===== src/rtl/sc_phase_gen.sv =====
// Two-phase non-overlapping clock generator for the switched-capacitor stage.
//
// state | meaning
// ------+-------------------------------------------------------------
// IDLE  | stopped, both phases low, waiting for en
// PH1   | phase 1 high (unless the cycle is skipped), lasts W clocks
// DEAD1 | both phases low, lasts D clocks
// PH2   | phase 2 high (unless the cycle is skipped), lasts W clocks
// DEAD2 | both phases low, lasts D clocks; en decides restart or stop
//
// W/D/S are shadowed at each cycle start, so mid-cycle configuration
// changes only take effect on the next cycle. phi1/phi2 are registered
// from the next-state decode, which makes them glitch-free and lets the
// async reset pull them low without waiting for a clock edge.
module sc_phase_gen #(
    parameter int CNT_W = 8,
    parameter int CYC_W = 16
) (
    input  logic             clk,
    input  logic             rstn,
    input  logic             en,
    input  logic             skip,
    input  logic [CNT_W-1:0] width,
    input  logic [CNT_W-1:0] dead,
    output logic             phi1,
    output logic             phi2,
    output logic             active,
    output logic             cycle_done,
    output logic [CYC_W-1:0] cyc_cnt
);

    typedef enum logic [2:0] {
        IDLE  = 3'd0,
        PH1   = 3'd1,
        DEAD1 = 3'd2,
        PH2   = 3'd3,
        DEAD2 = 3'd4
    } state_t;

    state_t           state, state_nxt;
    logic [CNT_W-1:0] cnt, cnt_nxt;
    logic [CNT_W-1:0] w_sh, d_sh;
    logic             s_sh;
    logic             latch;
    logic             s_nxt;
    logic [CNT_W-1:0] w_in, d_in;

    // Zero-length phases would break the non-overlap guarantee, so clamp to 1.
    assign w_in = (width == '0) ? CNT_W'(1) : width;
    assign d_in = (dead == '0) ? CNT_W'(1) : dead;

    // Next-state and phase-counter decode.
    always_comb begin
        state_nxt  = state;
        cnt_nxt    = cnt;
        latch      = 1'b0;
        cycle_done = 1'b0;
        case (state)
            IDLE: begin
                if (en) begin
                    state_nxt = PH1;
                    latch     = 1'b1;
                    cnt_nxt   = w_in - CNT_W'(1);
                end
            end
            PH1: begin
                if (cnt == '0) begin
                    state_nxt = DEAD1;
                    cnt_nxt   = d_sh - CNT_W'(1);
                end else begin
                    cnt_nxt = cnt - CNT_W'(1);
                end
            end
            DEAD1: begin
                if (cnt == '0) begin
                    state_nxt = PH2;
                    cnt_nxt   = w_sh - CNT_W'(1);
                end else begin
                    cnt_nxt = cnt - CNT_W'(1);
                end
            end
            PH2: begin
                if (cnt == '0) begin
                    state_nxt = DEAD2;
                    cnt_nxt   = d_sh - CNT_W'(1);
                end else begin
                    cnt_nxt = cnt - CNT_W'(1);
                end
            end
            DEAD2: begin
                if (cnt == '0) begin
                    cycle_done = 1'b1;
                    if (en) begin
                        state_nxt = PH1;
                        latch     = 1'b1;
                        cnt_nxt   = w_in - CNT_W'(1);
                    end else begin
                        state_nxt = IDLE;
                        cnt_nxt   = '0;
                    end
                end else begin
                    cnt_nxt = cnt - CNT_W'(1);
                end
            end
            default: begin
                state_nxt = IDLE;
                cnt_nxt   = '0;
            end
        endcase
    end

    assign s_nxt  = latch ? skip : s_sh;
    assign active = (state != IDLE);

    // State, counter, shadow configuration and registered phase outputs.
    always_ff @(posedge clk or negedge rstn) begin
        if (!rstn) begin
            state   <= IDLE;
            cnt     <= '0;
            w_sh    <= '0;
            d_sh    <= '0;
            s_sh    <= 1'b0;
            phi1    <= 1'b0;
            phi2    <= 1'b0;
            cyc_cnt <= '0;
        end else begin
            state <= state_nxt;
            cnt   <= cnt_nxt;
            if (latch) begin
                w_sh <= w_in;
                d_sh <= d_in;
                s_sh <= skip;
            end
            phi1 <= (state_nxt == PH1) & ~s_nxt;
            phi2 <= (state_nxt == PH2) & ~s_nxt;
            if (cycle_done) begin
                cyc_cnt <= cyc_cnt + CYC_W'(1);
            end
        end
    end

endmodule


===== config.mk =====
export PLATFORM = sky130hd
export DESIGN_NAME = sc_phase_gen
export DESIGN_NICKNAME = d
export VERILOG_FILES = /design/src/rtl/sc_phase_gen.sv
export SDC_FILE = /design/constraint.sdc
export NUM_CORES = 1
export LEC_CHECK = 0
export BUFFER_PORTS_ARGS = -buffer_cell sky130_fd_sc_hd__buf_2
export CORE_ASPECT_RATIO = 1.1
export CORE_MARGIN = 4
export CORE_UTILIZATION = 57
export DETAILED_ROUTE_END_ITERATION = 12
export GPL_TIMING_DRIVEN = 0
export PLACE_DENSITY = 0.86
export SYNTH_ARGS = -nofsm -noshare
export SYNTH_HDL_FRONTEND = slang
export SYNTH_SLANG_ARGS = --single-unit

===== constraint.sdc =====
create_clock -name clk -period 3.3 [get_ports clk]
set_clock_uncertainty 0.2 [all_clocks]
set_input_delay 0.66 -clock clk [delete_from_list [all_inputs] [get_ports clk]]
set_output_delay 0.66 -clock clk [all_outputs]
set_load 0.01 [all_outputs]

# After elaboration in Yosys (flattened, before gate mapping)
# Cells that the tools add are included.
[op_classes]
mux = 21
n_addsub = 5
n_reduce_logical = 6
n_bitwise = 3
n_eq_ne = 7
[op_table]
columns = ["operator", "n"]
rows = [
  ["$mux W8", 7],
  ["$pmux W8 S4", 1],
  ["$sub A8 B1 Y8 const B", 4],
  ["$logic_not A8 Y1", 3],
  ["$add A16 B1 Y16 const B", 1],
  ["$mux W3", 5],
  ["$pmux W3 S5", 1],
  ["$eq A3 B2 Y1 const B", 3],
  ["$eq A3 B1 Y1 const B", 2],
  ["$mux W1", 6],
  ["$eq A3 B3 Y1 const B", 1],
  ["$logic_not A3 Y1", 1],
  ["$reduce_bool A3 Y1", 1],
  ["$and A1 B1 Y1", 2],
  ["$ne A2 B2 Y1 const B", 1],
  ["$pmux W1 S2", 1],
  ["$reduce_or A2 Y1", 1],
  ["$not A1 Y1", 1],
]
[word_totals]
output_inout_bits = 20
word_cells = 50
register_bits = 46
inputBits = 20

# Depth between registers and ports, before layout
# Gate-level depths: netlist of run 1.
[logic_depth]
ltp_word = 6
mapped_depth = 8
depth_no_buf = 7

# Worst setup path after synthesis of run 1
# OpenSTA, ideal clock, no wires.
[synth_path]
path_type = "input to register"
start = "in width[2]"
end = "reg cnt[2]"
path_slack_ns = 0.832
t_arrival_ns = 2.146
path_buffers = 0
setup_ns = 0.122
path_stages = 7
required_time_ns = 2.978
cell_sequence = "nor4_1 -> a31oi_1 -> ha_1 -> o21ai_0 -> a221o_1 -> o21ai_0 -> a32o_1"
[synth_via]
elab_chain_cells = 6
elab_cells_between_ends = 7
cone_classes = "add/sub (1); mux (5); reduce/logical (1)"
[synth_rtl]
columns = ["item", "line", "source"]
rows = [
  ["start, declared", "23", "input logic [CNT_W-1:0] width,"],
  ["$logic_not A8 Y1", "49", "assign w_in = (width == '0) ? CNT_W'(1) : width;"],
  ["$mux W8 *", "49", ""],
  ["$sub A8 B1 Y8 *", "63, 96", ""],
  ["$mux W8", "93", "if (en) begin"],
  ["$mux W8", "91", "if (cnt == '0) begin"],
  ["$pmux W8 S4 *", "58", "case (state)"],
  ["end signal, assigned", "128", "cnt <= cnt_nxt;"],
  ["end, declared", "41", "logic [CNT_W-1:0] cnt, cnt_nxt;"],
]
# Mark *: on every way between the ends. The rest lies on a longest branch, timed or not. The select of a mux whose other input is x is not followed.
# A chain may end at the register's enable or synchronous reset.

# Final worst setup path of run 1
[layout_path]
start = "reg cnt[0]"
end = "out cycle_done"
[layout_via]
elab_chain_cells = 3
[layout_rtl]
columns = ["item", "line", "source"]
rows = [
  ["$logic_not A8 Y1", "91", ""],
  ["$mux W1", "91", ""],
  ["$mux W1", "58", ""],
  ["end, declared", "28", "output logic cycle_done,"],
]
# Every way passes these cells.

==> results of run 1 <==
-- synthesized netlist by cell type, types with 5 or more instances --
| library cell | count | area (um2) |
|---|---|---|
| nand2_1 | 61 | 229.0 |
| dfrtp_1 | 46 | 1151 |
| nor2_1 | 17 | 63.81 |
| a21oi_1 | 15 | 75.07 |
| o21ai_0 | 15 | 75.07 |
| xnor2_1 | 14 | 122.6 |
| xor2_1 | 12 | 105.1 |
| inv_1 | 11 | 41.29 |
| clkbuf_1 | 9 | 33.78 |
| nand4_1 | 9 | 56.30 |
| nor3_1 | 9 | 45.04 |
| or4_1 | 7 | 52.55 |
| nor4_1 | 6 | 37.54 |
| ha_1 | 5 | 62.56 |
| o31ai_1 | 5 | 37.54 |
-- power breakdown --
group	internal, W	switching [W]
sequential	0.000563	0
clock	0.000149	0.000203
combinational	0.0000129	0.0000281
total	0.000725	0.000231
-- layout make-up --
cell class / instances / area share, %
Multi-Input combinational cell: 237 / 47.96
Sequential cell: 46 / 37.23
Timing Repair Buffer: 39 / 6.313
Tap cell: 56 / 2.266
Clock buffer: 5 / 2.226
Buffer: 12 / 2.064
Inverter: 11 / 1.335
Clock inverter: 3 / 0.6070
-- worst min path at each step --
| stage | end | startpoint | slack (ns) | cells after the start |
|---|---|---|---|---|
| 6_report | s_sh$_DFF_PN0_ | s_sh$_DFF_PN0_ | 0.29 | 2 |
| 5_1_grt | s_sh$_DFF_PN0_ | s_sh$_DFF_PN0_ | 0.32 | 2 |
| 4_1_cts | s_sh$_DFF_PN0_ | s_sh$_DFF_PN0_ | 0.29 | 2 |
| 3_5_place_dp | s_sh$_DFF_PN0_ | s_sh$_DFF_PN0_ | 0.27 | 2 |
| 3_3_place_gp | s_sh$_DFF_PN0_ | s_sh$_DFF_PN0_ | 0.27 | 2 |
| 2_1_floorplan | cnt[0]$_DFFE_PN0P_ | rstn | 0.16 | 0 |
-- state kept, by name, summed over array words and instances (netlist names) --
| signal | flops |
|---|---|
| w_sh | 8 |
| phi2 | 1 |
| cnt | 8 |
| s_sh | 1 |
| d_sh | 8 |
| cyc_cnt | 16 |
| state | 3 |
| phi1 | 1 |
-- cell usage in the layout (no fill, tap or decap), types with 5 or more instances in the layout --
master,n
nand2_1,61
dfrtp_1,46
buf_2,39
nor2_1,16
a21oi_1,15
o21ai_0,15
xnor2_1,14
xor2_1,12
inv_1,11
clkbuf_1,9
nor3_1,9
nand4_1,9
or4_1,7
nor4_1,6
o31ai_1,5
ha_1,5
clkbuf_8,5
-- through the flow --
| step | total power [W] | worst slack [ns] | utilization (%) | hold slack [ns] | instance area (um2) |
|---|---|---|---|---|---|
| 2_1_floorplan | 0.0005831 | 0.8323 | - | 0.1644 | 2736 |
| 3_3_place_gp | 0.0006145 | 0.4425 | 64.52 | 0.2679 | 3002 |
| 3_5_place_dp | 0.0006154 | 0.4167 | 64.52 | 0.2652 | 3002 |
| 4_1_cts | 0.0009576 | 0.1595 | 66.41 | 0.2863 | 3089 |
| 5_1_grt | 0.0009913 | 0.06866 | 66.46 | 0.3172 | 3092 |
| 6_report | 0.0009566 | 0.2397 | 66.46 | 0.2905 | 3092 |
-- layer usage --
layer  GRT usage (%)  vias to the layer above  part of all wire [%]
li1                -                     1190                     -
met1           31.84                     1147                    46
met2           38.92                       62                    49
met3           4.005                        7                   4.5
met4           5.978                        0                   1.0
met5               0                        -                     0
-- worst register-to-register path: stages, from the launching register on --
cell      delay [ns]
dfrtp_1         0.43
inv_1           0.08
ha_1            0.24
nor3b_4         0.47
nand2_4         0.17
a21oi_1         0.41
clkbuf_1        0.41
nand2_1         0.13
nand2_1         0.08
-- logic make-up after synthesis --
logic type / after synthesis / share of synthesized area [%]
muxes: 3 / 1.143
DFF: 46 / 42.07
and+or+nand+nor: 137 / 26.11
adders and majority gates: 5 / 2.286
buffers and inverters: 23 / 3.841
AOI/OAI and AO/OA: 65 / 15.64
xor gates and xnor gates: 27 / 8.917
-- repair_timing --
action	in CTS	in global routing
endpoints found under the setup margin	0	1
resized for setup	0	1
setup buffers	0	0
==> out/metrics.yaml, run 1 <==
grt_overflow_total: 0
dp_hpwl_mm: 4.864
die_w_um: 74.06
ir_worst_vdd_uv: 223.0
r2r_cells: 8
hold_viol_final: 0
drt_wl_total_mm: 6.457
arrival_ns: 2.20
grt_max_degree: 47
maxCapViolCount: 0
cts_made_buffers: 5
syn2layout_area_growth_pct: 12.99
ant_nets: 0
crit_end: "cycle_done"
hold_buffers: 0
post-route-period-util_pct: 92.74
r2r_slack_ns: 0.62
r2r-start: "cnt[0]$_DFFE_PN0P_"
path_max_fanout: 9
max-slew-margin-rel_pct: 26.50
ios: 40
h-tree-depth: 2
gp_congestion: 0.8830
yosysUniqueCellTypes: 57
crit_required_ns: 2.44
min_path_type: "reg2reg"
worstPathCellList: "inv_1 > ha_1 > nor3b_4 > nand2_4 > nor2_2 > buf_2"
portBuffers: 39
worstMarginPinSlew_ns: 1.092
dieArea_mm2: 0.005974
wl_per_cell_um: 15.79
vias: 2406
clk_pin_slew_ns: 0.09
path_depth: 6
timing.critical_path.buf_inv: 2
die_y_um: 80.67
slew_violations: 0
rsz0062_at_grt: "false"
startpoint: "cnt[0]$_DFFE_PN0P_"
root_buffer: "clkbuf_8"
synth-edff-count: 0
start_util_pct: 58.82
vias_per_cell: 5.883
first_pass_iters: 4
pwr_density_cell_mw_per_mm2: 309.4
clk_latency_ns: 0.30
row_count: 26
ys_ff_latch: 46
placed_cells: 401
start_kind: "flip-flop"
drc_errors: 0
synthArstFlopShare_pct: 100.0
criticalPathCategory: "reg2out"
slowest_delay_ns: 0.47
antenna_found_initial: 0
cts_tree: "built"
core_mm2: 0.004652
grt_pass1_wl_mm: 10.89
cts_buffer_depth: 2
yosysWarnings: 0
clkSinkCount: 46
slowest_stage: "nor3b_4"
grt_pass1_vias: 2308
crit_path_end_kind: "output pin"
synth_nets: 331
synthesis.area_mm2: 0.002736
syn_inst: 306
stdcell_count: 409
track_usage_pct: 23.57
period_needed_ns: 3.060
cpLargestDelayFamily: "simple AND/OR/NAND/NOR gates"
layout-drive-gt1-share_pct: 18.41
avgSynthCellArea_um2: 8.942
status: "finished clean"
fin_setup_tns_ns: 0
setup_viol: 0
seq_area_mm2: 0.001151
fin_nets: 377
multi_input_area_mm2: 0.001483
dr.first_iter.drc_count: 167
antenna_cells: 0
fillCellCount: 413
yosysSeqAreaShare_pct: 42.07
r2r_end: "w_sh[6]$_DFFE_PN0P_"
p_leak_nw: 1.467
fmax_mhz: 326.8
synth_top_flop_cell: "dfrtp_1"
Power figures use the tool's default switching activity.
==> inputs of run 2 (changes only) <==
CORE_UTILIZATION = 52   (was 57)
PLACE_DENSITY = 0.83   (was 0.86)
clock period = 2.6 ns   (was 3.3 ns; I/O delays follow)
==> out/metrics.yaml, run 2 (same netlist as run 1, synthesis figures left out) <==
status: "finished clean"  # unchanged
wl_per_cell_um: 17.05  # was 15.79 um
final_common_cell: "nand2_1"  # unchanged
setup_viol: 0  # unchanged
sw_frac_of_total_pct: 23.06  # was 24.16%
h-tree-depth: 2  # unchanged
slowest_delay_ns: 0.45  # was 0.47 ns
max-slew-margin-rel_pct: 29.82  # was 26.50%
dpl_cell_area_mm2: 0.003004  # was 0.003002 mm2
syn2layout_area_growth_pct: 16.92  # was 12.99%
start_kind: "flip-flop"  # unchanged
hold_viol_final: 0  # unchanged
grt_pass1_wl_mm: 12.36  # was 10.89 mm
layout_common_cells: "nand2_1 (61), dfrtp_1 (46), buf_2 (39)"  # unchanged
drt_wl_total_mm: 7.091  # was 6.457 mm
clk_latency_ns: 0.31  # was 0.30 ns
fmax_mhz: 399.3
p_leak_nw: 1.513  # was 1.467 nW
layout_setup_ws_ns: 0.09553  # was 0.2397 ns
antenna_cells: 0  # unchanged
grt_overflow_total: 0  # unchanged
hold_buffers: 0  # unchanged
seq_power_share_pct: 53.7  # was 58.9%
grt_pass1_vias: 2503  # was 2,308
netSwitchingPower_w: 0.0003070  # was 0.0002311 W
criticalPathCategory: "reg2out"  # unchanged
clk_pin_slew_ns: 0.10  # was 0.09 ns
worstPathCellList: "inv_1 > ha_4 > nor3b_4 > nand2_4 > nor2_4 > buf_2"  # was inv_1 > ha_1 > nor3b_4 > nand2_4 > nor2_2 > buf_2
slew_violations: 0  # unchanged
rsz0062_at_grt: "false"  # unchanged
largest-register: "cyc_cnt"  # unchanged
track_usage_pct: 23.55  # was 23.57%
largest_reg_flops: 16  # unchanged
die_y_um: 84.08  # was 80.67 um
period_needed_ns: 2.504
p_int_w: 0.001025  # was 0.0007254 W
holdWs_ns: 0.1799  # was 0.2905 ns
crit_required_ns: 1.88  # was 2.44 ns
start_util_pct: 54.00  # was 58.82%
path_max_fanout: 9  # unchanged
vias: 2513  # was 2,406
r2r_slack_ns: 0.20  # was 0.62 ns
drc_errors: 0  # unchanged
vias_per_cell: 6.041  # was 5.883
pwr_density_cell_mw_per_mm2: 416.2  # was 309.4 mW/mm2
cts_buffer_depth: 2  # unchanged
dr.first_iter.drc_count: 159  # was 167
ios: 40  # unchanged
crit_path_end_kind: "output pin"  # unchanged
comb_power_share_pct: 4.0  # was 4.3%
ant_nets: 0  # unchanged
cts_tree: "built"  # unchanged
dieArea_mm2: 0.006488  # was 0.005974 mm2
root_buffer: "clkbuf_8"  # unchanged
row_count: 27  # was 26
arrival_ns: 1.78  # was 2.20 ns
min_path_type: "in2async"  # was reg2reg
antenna_found_initial: 0  # unchanged
core_mm2: 0.005067  # was 0.004652 mm2
utilization_pct: 63.14  # was 66.46%
maxCapViolCount: 0  # unchanged
layout-drive-gt1-share_pct: 21.23  # was 18.41%
clkPwrFrac_pct: 42.3  # was 36.8%
timing.critical_path.buf_inv: 2  # unchanged
portBuffers: 39  # unchanged
gp_congestion: 0.9147  # was 0.8830
fin_nets: 382  # was 377
pre_cts_ws_ns: -0.2123  # was 0.4167 ns
first_pass_iters: 5  # was 4
cpLargestDelayFamily: "simple AND/OR/NAND/NOR gates"  # unchanged
ir_worst_vdd_uv: 294.3  # was 223.0 uV
fin_area_mm2: 0.003199  # was 0.003092 mm2
slowest_stage: "dfrtp_1"  # was nor3b_4
cts_made_buffers: 5  # unchanged
clkSinkCount: 46  # unchanged
post-route-period-util_pct: 96.33
dp_hpwl_mm: 5.053  # was 4.864 mm
grt_max_degree: 47  # unchanged
die_w_um: 77.17  # was 74.06 um
worstMarginPinSlew_ns: 1.053  # was 1.092 ns
==> run 2: per-stage QoR <==
| step | TNS [ns] | power (W) | instances |
|---|---|---|---|
| 5_1_grt | 0 | 0.001378 | 416 |
| 4_1_cts | 0 | 0.001339 | 413 |
| 3_5_place_dp | -0.7842 | 0.0007821 | 403 |
| 6_report | 0 | 0.001332 | 416 |
| 2_1_floorplan | 0 | 0.0007400 | 306 |
| 3_3_place_gp | -0.1815 | 0.0007806 | 403 |
==> run 2: power by group through the flow <==
stage	clock (W)	sequential [W]	combinational (W)
floorplan	0	0.000729	0.0000109
global placement	0	0.000729	0.0000516
detailed placement	0	0.000729	0.0000531
CTS	0.000570	0.000715	0.0000536
global route	0.000603	0.000715	0.0000605
finish	0.000563	0.000715	0.0000534
==> run 2: what timing repair did <==
item | CTS | global route
setup endpoints to repair | 20 | 18
resized for setup | 2 | 9
setup buffers | 2 | 3
pin swaps | 2 | 1
==> run 2: final cells by class <==
| cell class | instances | area (um2) |
|---|---|---|
| fill | 430 | 1868 |
| multi-input combinational | 237 | 1518 |
| sequential | 46 | 1151 |
| timing repair buffer | 44 | 232.7 |
| tap | 58 | 72.57 |
| clock buffer | 5 | 68.82 |
| buffer | 12 | 66.31 |
| clock inverter | 3 | 48.80 |
| inverter | 11 | 41.29 |
==> run 2: path summary, 6_finish.rpt <==
path / end / from / cells past startpoint
worst max-delay path: cycle_done / cnt[0]$_DFFE_PN0P_ / 6
worst min-delay path: cnt[4]$_DFFE_PN0P_ / rstn / 1
worst max register to register: cnt[2]$_DFFE_PN0P_ / cnt[0]$_DFFE_PN0P_ / 8
worst min register to register: s_sh$_DFF_PN0_ / s_sh$_DFF_PN0_ / 2
max in group asynchronous: cyc_cnt[0]$_DFFE_PN0P_ / rstn / 1
min in group clk: d_sh[7]$_DFFE_PN0P_ / dead[7] / 3
==> run 2: metal layers <==
layer	global-route usage [%]	up-vias	wire length, um
met2	39.91	104	3581
met4	6.149	0	140
li1	-	1195	-
met1	30.57	1192	2951
met5	0	-	0
met3	4.752	22	417
==> run 2: worst register-to-register path: cells and delay by family, from the launching register on <==
| family | cells | cell delay (ns) |
|---|---|---|
| AO/OA/AOI/OAI | 4 | 0.88 |
| adder cells (fa/ha/maj) | 1 | 0.17 |
| buffers and inverters | 2 | 0.35 |
| flip-flops | 1 | 0.45 |
| AND/OR/NAND/NOR | 1 | 0.26 |
==> inputs of run 3 (changes only) <==
ABC_AREA = 1   (was not set)
CORE_MARGIN = not set   (was 4)
PLACE_DENSITY = 0.82   (was 0.83)
SKIP_LAST_GASP = 1   (was not set)
==> out/metrics.yaml, run 3 <==
status: "finished clean"  # unchanged
synth-edff-count: 0  # unchanged
gp_congestion: 0.8713  # was 0.9147
die_w_um: 72.93  # was 77.17 um
crit_path_end_kind: "output pin"  # unchanged
dp_hpwl_mm: 4.836  # was 5.053 mm
syn_inst: 384  # was 306
yosysTopAreaCell: "dfrtp_1"  # unchanged
antenna_cells: 0  # unchanged
pwr_density_cell_mw_per_mm2: 372.6  # was 416.2 mW/mm2
worstMarginPinSlew_ns: 0.9966  # was 1.053 ns
yosysTopAreaCellShare_pct: 40.00  # was 42.07%
largest_reg_flops: 16  # unchanged
layout_common_cells: "nand2_1 (104), inv_1 (52), dfrtp_1 (46)"  # was nand2_1 (61), dfrtp_1 (46), buf_2 (39)
fin_nets: 455  # was 382
maxCapViolCount: 0  # unchanged
synth_top_flop_cell: "dfrtp_1"  # unchanged
comb_power_share_pct: 4.4  # was 4.0%
hold_buffers: 0  # unchanged
syn2layout_area_growth_pct: 13.26  # was 16.92%
fin_setup_tns_ns: 0  # unchanged
layout_setup_ws_ns: 0.1351  # was 0.09553 ns
drt_wl_total_mm: 6.294  # was 7.091 mm
grt_overflow_total: 0  # unchanged
ant_nets: 0  # unchanged
post-route-period-util_pct: 94.80  # was 96.33%
clk_pin_slew_ns: 0.09  # was 0.10 ns
yosysSeqAreaShare_pct: 40.00  # was 42.07%
clk_latency_ns: 0.30  # was 0.31 ns
grt_pass1_vias: 2590  # was 2,503
vias: 2663  # was 2,513
ys_ff_latch: 46  # unchanged
ios: 40  # unchanged
die_y_um: 80.02  # was 84.08 um
yosysWarnings: 0  # unchanged
start_kind: "flip-flop"  # unchanged
cts_buffer_depth: 2  # unchanged
p_leak_nw: 1.760  # was 1.513 nW
period_needed_ns: 2.465  # was 2.504 ns
synth_compound_area_share_pct: 8.087  # was 15.64%
grt_pass1_wl_mm: 10.89  # was 12.36 mm
yosysUniqueCellTypes: 35  # was 57
p_int_w: 0.0009209  # was 0.001025 W
synth.mux.area_fraction_pct: 0  # was 1.143%
cts_tree: "built"  # unchanged
ys_top_cells_by_area: "dfrtp_1 (40%), nand2_1 (14%), inv_1 (6.8%)"  # was dfrtp_1 (42%), nand2_1 (8.4%), xnor2_1 (4.5%)
portBuffers: 39  # unchanged
first_pass_iters: 4  # was 5
largest-register: "cyc_cnt"  # unchanged
rsz0062_at_grt: "false"  # unchanged
min_path_type: "in2async"  # unchanged
synth_common_cells: "nand2_1 (104), inv_1 (52), dfrtp_1 (46)"  # was nand2_1 (61), dfrtp_1 (46), nor2_1 (17)
avgSynthCellArea_um2: 7.494  # was 8.942 um2
holdWs_ns: 0.1742  # was 0.1799 ns
dieArea_mm2: 0.005836  # was 0.006488 mm2
hold_viol_final: 0  # unchanged
cts_resized: 0  # was 2
drc_errors: 0  # unchanged
clkPwrFrac_pct: 36.8  # was 42.3%
antenna_found_initial: 0  # unchanged
row_count: 28  # was 27
synth_top_family_by_area: "simple AND/OR/NAND/NOR gates"  # unchanged
grt_max_degree: 47  # unchanged
synth_nets: 409  # was 331
cts_made_buffers: 5  # unchanged
setup_viol: 0  # unchanged
synthXorXnorAreaFrac_pct: 7.609  # was 8.916%
seq_power_share_pct: 58.8  # was 53.7%
crit_required_ns: 1.88  # about the same
fmax_mhz: 405.7  # was 399.3 MHz
ir_worst_vdd_uv: 341.0  # was 294.3 uV
wl_per_cell_um: 12.44  # was 17.05 um
synth.most_common_cell: "nand2_1"  # unchanged
root_buffer: "clkbuf_8"  # unchanged
layout-drive-gt1-share_pct: 17.17  # was 21.23%
sw_frac_of_total_pct: 24.17  # was 23.06%
final_common_cell: "nand2_1"  # unchanged
max-slew-margin-rel_pct: 33.56  # was 29.82%
synth_fa_ha_area_share_pct: 2.174  # was 2.286%
clkSinkCount: 46  # unchanged
slew_violations: 0  # unchanged
track_usage_pct: 24.29  # was 23.55%
post_cts_buffers: 0  # was 2
criticalPathCategory: "reg2out"  # unchanged
start_util_pct: 53.69  # was 54.00%
path_max_fanout: 7  # was 9
netSwitchingPower_w: 0.0002936  # was 0.0003070 W
vias_per_cell: 5.263  # was 6.041
yosys.area_share.simple_pct: 33.91  # was 26.11%
dr.first_iter.drc_count: 196  # was 159
h-tree-depth: 2  # unchanged
arrival_ns: 1.74  # was 1.78 ns
core_mm2: 0.005360  # was 0.005067 mm2
pre_cts_ws_ns: 0.2116  # was -0.2123 ns
synthesis.area_mm2: 0.002878  # was 0.002736 mm2
synthArstFlopShare_pct: 100.0  # unchanged
[run 3: worst paths after layout]
path / start / end / slack [ns] / cells past startpoint
max in group asynchronous: rstn / cnt[3]$_DFFE_PN0P_ / 1.41 / 1
worst min-delay path: rstn / d_sh[0]$_DFFE_PN0P_ / 0.17 / 1
worst max register to register: cnt[0]$_DFFE_PN0P_ / d_sh[3]$_DFFE_PN0P_ / 0.56 / 9
worst max-delay path: cnt[0]$_DFFE_PN0P_ / cycle_done / 0.14 / 7
min in group clk: dead[7] / d_sh[7]$_DFFE_PN0P_ / 0.23 / 3
worst min register to register: cyc_cnt[15]$_DFFE_PN0P_ / cyc_cnt[15]$_DFFE_PN0P_ / 0.29 / 1
[run 3: routing by layer]
| layer | track usage, % | share of wire, % | vias to the layer above |
|---|---|---|---|
| met5 | 0 | 0 | - |
| met4 | 11.57 | 2.7 | 0 |
| met3 | 4.798 | 4.8 | 15 |
| met2 | 42.34 | 49 | 79 |
| met1 | 28.32 | 43 | 1248 |
| li1 | - | - | 1321 |
[run 3: metrics by stage]
stage / power (W) / cells / area [um2] / utilization, %
2_1_floorplan: 0.0007477 / 384 / 2878 / -
3_3_place_gp: 0.0007824 / 498 / 3167 / 59.08
3_5_place_dp: 0.0007827 / 498 / 3167 / 59.08
4_1_cts: 0.001229 / 506 / 3257 / 60.76
5_1_grt: 0.001271 / 506 / 3259 / 60.81
6_report: 0.001214 / 506 / 3259 / 60.81
[run 3: logic make-up (layout without fill, tap and decap cells)]
logic type,Yosys count,in the layout
xor gates and xnor gates,25,25
buffers and inverters,59,106
adders and majority gates,5,5
DFF,46,46
AOI/OAI and AO/OA,41,41
and+or+nand+nor,208,208
[run 3: power groups by stage]
stage	clock [W]	combinational, W	sequential [W]
after floorplan	0	0.0000185	0.000729
after global placement	0	0.0000534	0.000729
after detailed placement	0	0.0000537	0.000729
after CTS	0.000460	0.0000544	0.000715
after global routing	0.000495	0.0000616	0.000715
final	0.000447	0.0000532	0.000715
[run 3: layout make-up]
cell class                 count  area [um2]
tap                           75       93.84
inverter                      55       209.0
sequential                    46        1151
clock inverter                 3       21.27
buffer                         4       27.53
clock buffer                   5       68.82
timing repair buffer          39       195.2
fill                         495        2101
multi-input combinational    279        1493
[run 3: worst max-delay path, stage by stage, from the launching register on]
cell,delay [ns]
dfrtp_1,0.39
inv_1,0.13
ha_2,0.25
nand2_2,0.11
nor2_8,0.16
nand2_4,0.11
inv_1,0.14
buf_2,0.15
